$ cat src/rtl/p_cdc_evt_sched.sv
// rtl/p_cdc_evt_sched.sv - round-robin event scheduler with a 4-phase req/ack handshake to an async domain
// Optional build macro P_CDC_EVT_SCHED_CNT_EN: 3-bit pending counters instead of 1-bit sticky flags.
module p_cdc_evt_sched #(
  parameter int NSRC = 4,
  parameter int IDW  = 2
) (
  input  logic            clk,
  input  logic            clr_,
  input  logic [NSRC-1:0] evt_in,
  input  logic            ack_async,
  output logic            req,
  output logic [IDW-1:0]  req_id,
  output logic            done,
  output logic [NSRC-1:0] drop,
  output logic            busy
);

`ifdef P_CDC_EVT_SCHED_CNT_EN
  localparam int CW = 3;
`else
  localparam int CW = 1;
`endif
  localparam logic [CW-1:0] FULL = '1;

  typedef enum logic [1:0] {IDLE, REQ, REL} state_t;

  state_t            state_q, state_d;
  logic              ack_m_q, ack_s_q;
  logic [CW-1:0]     pend_q [NSRC];
  logic [CW-1:0]     pend_d [NSRC];
  logic [IDW-1:0]    ptr_q, ptr_d;
  logic [IDW-1:0]    req_id_q, req_id_d;
  logic              req_q, req_d;
  logic              done_q, done_d;
  logic [NSRC-1:0]   drop_q, drop_d;
  logic [NSRC-1:0]   pend_nz, dec;
  logic [2*NSRC-1:0] dbl;
  logic [NSRC-1:0]   rot;
  logic [IDW-1:0]    win;
  logic              any_pend;

  always_comb begin
    for (int i = 0; i < NSRC; i++) pend_nz[i] = (pend_q[i] != '0);
    any_pend = |pend_nz;
  end

  // Rotate the pending map so the pointer lands at bit 0; the lowest set bit is the winner.
  always_comb begin
    dbl = {pend_nz, pend_nz} >> ptr_q;
    rot = dbl[NSRC-1:0];
    win = '0;
    for (int k = NSRC - 1; k >= 0; k--) begin
      if (rot[k]) win = IDW'((int'(ptr_q) + k) % NSRC);
    end
  end

  always_comb begin
    state_d  = state_q;
    req_d    = req_q;
    req_id_d = req_id_q;
    ptr_d    = ptr_q;
    done_d   = 1'b0;
    dec      = '0;
    case (state_q)
      IDLE: begin
        if (any_pend) begin
          dec      = NSRC'(1) << win;
          req_id_d = win;
          req_d    = 1'b1;
          ptr_d    = (int'(win) == NSRC - 1) ? '0 : win + 1'b1;
          state_d  = REQ;
        end
      end
      REQ: begin
        if (ack_s_q) begin
          req_d   = 1'b0;
          state_d = REL;
        end
      end
      REL: begin
        if (!ack_s_q) begin
          done_d  = 1'b1;
          state_d = IDLE;
        end
      end
      default: begin
        req_d   = 1'b0;
        state_d = IDLE;
      end
    endcase
  end

  // A same-cycle event on the granted source re-fills the slot being released.
  always_comb begin
    for (int i = 0; i < NSRC; i++) begin
      pend_d[i] = pend_q[i];
      drop_d[i] = 1'b0;
      if (dec[i]) pend_d[i] = pend_d[i] - CW'(1);
      if (evt_in[i]) begin
        if (pend_q[i] == FULL && !dec[i]) drop_d[i] = 1'b1;
        else                              pend_d[i] = pend_d[i] + CW'(1);
      end
    end
  end

  always_ff @(posedge clk or negedge clr_) begin
    if (!clr_) begin
      ack_m_q  <= 1'b0;
      ack_s_q  <= 1'b0;
      state_q  <= IDLE;
      req_q    <= 1'b0;
      req_id_q <= '0;
      ptr_q    <= '0;
      done_q   <= 1'b0;
      drop_q   <= '0;
      for (int i = 0; i < NSRC; i++) pend_q[i] <= '0;
    end else begin
      ack_m_q  <= ack_async;
      ack_s_q  <= ack_m_q;
      state_q  <= state_d;
      req_q    <= req_d;
      req_id_q <= req_id_d;
      ptr_q    <= ptr_d;
      done_q   <= done_d;
      drop_q   <= drop_d;
      for (int i = 0; i < NSRC; i++) pend_q[i] <= pend_d[i];
    end
  end

  assign req    = req_q;
  assign req_id = req_id_q;
  assign done   = done_q;
  assign drop   = drop_q;
  assign busy   = (state_q != IDLE) || any_pend;

endmodule

$ cat config.mk
export PLATFORM = sky130hd
export DESIGN_NAME = p_cdc_evt_sched
export DESIGN_NICKNAME = d
export VERILOG_FILES = /design/src/rtl/p_cdc_evt_sched.sv
export SDC_FILE = /design/constraint.sdc
export NUM_CORES = 1
export LEC_CHECK = 0
export CAP_MARGIN = 20
export CORE_ASPECT_RATIO = 2
export CORE_MARGIN = 3
export CORE_UTILIZATION = 30
export CTS_CLUSTER_SIZE = 14
export DETAILED_ROUTE_END_ITERATION = 10
export GPL_ROUTABILITY_DRIVEN = 0
export PLACE_DENSITY_LB_ADDON = 0.2
export SLEW_MARGIN = 20
export SYNTH_ARGS = -nofsm -noshare
export SYNTH_HDL_FRONTEND = slang
export SYNTH_SLANG_ARGS = --single-unit
$ cat constraint.sdc
create_clock -name clk -period 1.88 [get_ports clk]
set_input_delay 0.47 -clock clk [delete_from_list [all_inputs] [get_ports clk]]
set_output_delay 0.47 -clock clk [all_outputs]
set_load 0.005 [all_outputs]
==> results_dict.tcl <==
set metrics [dict create \
    cts.sinks 18 \
    min-delay-start "ack_m_q$_DFF_PN0_" \
    dp_hpwl_mm 1.556 \
    status "finished with violations" \
    cp-end-kind "flip-flop" \
    clock_skew_ns 0.002661 \
    setup_tns_ns -0.06163 \
    leakage_nw 0.7332 \
    arrival_ns 2.08 \
    routed_wl_mm 2.390 \
    synth_area_leader_cell "dfrtp_1" \
    cap_violations 0 \
    netlist_instances 82 \
    port_buffers 15 \
    cts_tree "done" \
    synth_top_area_share_pct 45.98 \
    area_growth_pct 67.30 \
    min_to "ack_s_q$_DFF_PN0_" \
    tightest_slew_ns 0.3383 \
    h-tree-depth 1 \
    startpoint_type "flip-flop" \
    insertion_delay_ns 0.25 \
    powerDensity_mw_per_mm2 1806 \
    viasPerCell 4.886 \
    fin_cells 158 \
    die_h_um 86.82 \
    placedCellCount 143 \
    synth.distinct_cells 25 \
    design.die.area_mm2 0.004029 \
    period_share_pct 101.3 \
    grt_setup_unrepaired "yes" \
    layout_setup_ws_ns -0.02365 \
    fin_crit_ns 1.904 \
    synth.avg_cell_area_um2 11.95 \
    drtAntennaViolNets 0 \
    critPathMaxFanout 5 \
    layout-drive-gt1-share_pct 53.91 \
    r2r_end "pend_nz[0]$_DFF_PN0_" \
    drc 0 \
    finalHoldViolCount 0 \
    rr_worst_depth 7 \
    reg2reg_slack_ns -0.02 \
    ys_seq_elements 18 \
    syn_area_um2 979.7 \
    path_cells "mux2i_4 > a221oi_4 > inv_2 > ha_4 > and2_4 > ha_4 > mux2i_1" \
    crit_top_cell "ha_4" \
    rr_startpoint "ptr_q[1]$_DFFE_PN0P_" \
    violations "setup timing" \
    cts_buffers 3 \
    drt_iter0_markers 8 \
    diodes 0 \
    seq_area_frac_synth_pct 45.98 \
    cts_hold_buf 0 \
    track_usage_pct 13.07 \
    first_global_vias 841 \
    yosys_warnings 0 \
    cpPeakStageDelay_ns 0.49 \
    clock_path_buffers 2 \
    holdPathStages 0 \
    hp-class "flip-flop to flip-flop" \
    fmax_ghz 0.5253 \
    die_w_um 46.41 \
    initial_core_util_pct 32.14 \
    root_buffer "clkbuf_8" \
    synth_fp_nets 101 \
    gr-total-overflow 0 \
    num_vias 772 \
    io_pins 16 \
    std_cell_rows 28 \
    ir_worst_vdd_mv 1.080 \
    total_power_w 0.002960 \
    synth.area.top_cells "dfrtp_1 46%, ha_1 15%, mux2i_1 6.1%" \
    final-setup-viol-count 4 \
    crit_slowest_cell "dfrtp_2" \
    worstPathRequired_ns 2.05 \
    wl_per_cell_um 15.13 \
    drt_first_pass_iters 3 \
    grt_max_degree 19 \
    final_nets 148 \
    core_area_mm2 0.003048 \
    antenna_found_initial 0 \
    slew_violations 0 \
    crit_type "flip-flop to flip-flop" \
    cts.clk_slew.worst_paths_ns 0.07 \
    max_slew_margin_pct 77.15 \
    grt_pass1_wl_mm 3.712 \
]
[worst max path at each step]
stage                               startpoint                    to  slack (ns)
after floorplan           pend_nz[1]$_DFF_PN0_  pend_nz[0]$_DFF_PN0_        0.09
after global placement    ptr_q[1]$_DFFE_PN0P_  pend_nz[0]$_DFF_PN0_       -0.11
after detailed placement  ptr_q[1]$_DFFE_PN0P_  pend_nz[0]$_DFF_PN0_        -0.1
after CTS                 pend_nz[0]$_DFF_PN0_  pend_nz[2]$_DFF_PN0_       0.003
after global routing      pend_nz[3]$_DFF_PN0_  pend_nz[0]$_DFF_PN0_       -0.10
final                     ptr_q[1]$_DFFE_PN0P_  pend_nz[0]$_DFF_PN0_       -0.02
[cells in the final DEF (no fill, tap or decap), types with 2 or more instances in the layout]
cell	n
and2_1	4
and2_4	5
buf_4	20
buf_6	9
clkbuf_8	4
clkdlybuf4s50_1	14
dfrtp_1	15
dfrtp_2	3
ha_1	3
ha_2	2
ha_4	7
inv_2	5
mux2i_1	5
nand2_1	6
nor2_1	2
o31ai_1	3
[Yosys cell counts (all sizes together)]
master / number
dfrtp: 18
ha: 12
and2: 9
nand2: 7
inv: 6
mux2i: 6
o31ai: 3
clkbuf: 2
nand2b: 2
nor2: 2
nor3: 2
nor3b: 2
a21bo: 1
a21oi: 1
a221oi: 1
mux2: 1
nor4: 1
o21a: 1
o21ai: 1
o32ai: 1
o41ai: 1
or3: 1
xor2: 1
[through the flow]
| stage | hold WS [ns] | utilization, % | cell area, um^2 | setup slack, ns |
|---|---|---|---|---|
| floorplan | 0.1744 | - | 979.7 | 0.08513 |
| global placement | 0.3391 | 42.49 | 1295 | -0.1117 |
| detailed placement | 0.3364 | 42.49 | 1295 | -0.09768 |
| CTS | 0.3538 | 47.17 | 1438 | 0.003094 |
| global route | 0.3731 | 53.78 | 1639 | -0.1021 |
| finish | 0.3501 | 53.78 | 1639 | -0.02365 |
[state kept, by name, summed over array words and instances (netlist names)]
name,count
ack_s_q,1
state_q,2
req,1
ptr_q,2
done,1
drop,4
req_id,2
pend_nz,4
ack_m_q,1
[report_power, final]
| part | switching [W] | internal (W) | leakage (nW) |
|---|---|---|---|
| combinational | 0.000809 | 0.00114 | 0.500 |
| clock | 0.000137 | 0.000186 | 0.0288 |
| sequential | 0.000139 | 0.000546 | 0.205 |
| total | 0.00109 | 0.00188 | 0.733 |
[critical path: cells and delay by family, from the launching register on]
kind            cells  cell delay [ns]
simple gates        1             0.16
compound gates      1             0.35
mux                 2             0.34
flops               1             0.49
fa+ha+maj           2             0.39
buf+inv             1             0.10
[final cells by class]
class | instances | area, um^2
multi-input cells | 56 | 673.1
inverters | 6 | 22.52
well taps | 30 | 37.54
fillers | 273 | 1409
clock buffers | 4 | 55.05
flip-flops and latches | 18 | 454.2
repair buffers | 44 | 396.6
[cells by family (layout without fill, tap and decap cells)]
family,Yosys count,in the layout,synth area share [%]
simple gates,26,26,17.50
flops,18,18,45.98
fa+ha+maj,12,12,15.33
compound gates,10,10,9.579
buf+inv,8,54,3.065
mux,7,7,7.663
xor+xnor,1,1,0.8942
[layer usage]
| metal | vias to the layer above | track usage, % | part of all wire, % | routed length [um] |
|---|---|---|---|---|
| li1 | 371 | - | - | - |
| met1 | 387 | 12.40 | 35 | 833 |
| met2 | 10 | 24.25 | 61 | 1465 |
| met3 | 4 | 2.703 | 2.1 | 49 |
| met4 | 0 | 6.477 | 1.8 | 42 |
| met5 | - | 0 | 0 | 0 |
[what timing repair did]
action                     in CTS  in global routing
buffers inserted                5                  6
resized for setup              15                 33
setup endpoints to repair       6                  6
pin swaps                       5                 14
(Power assumes the default switching activity.)
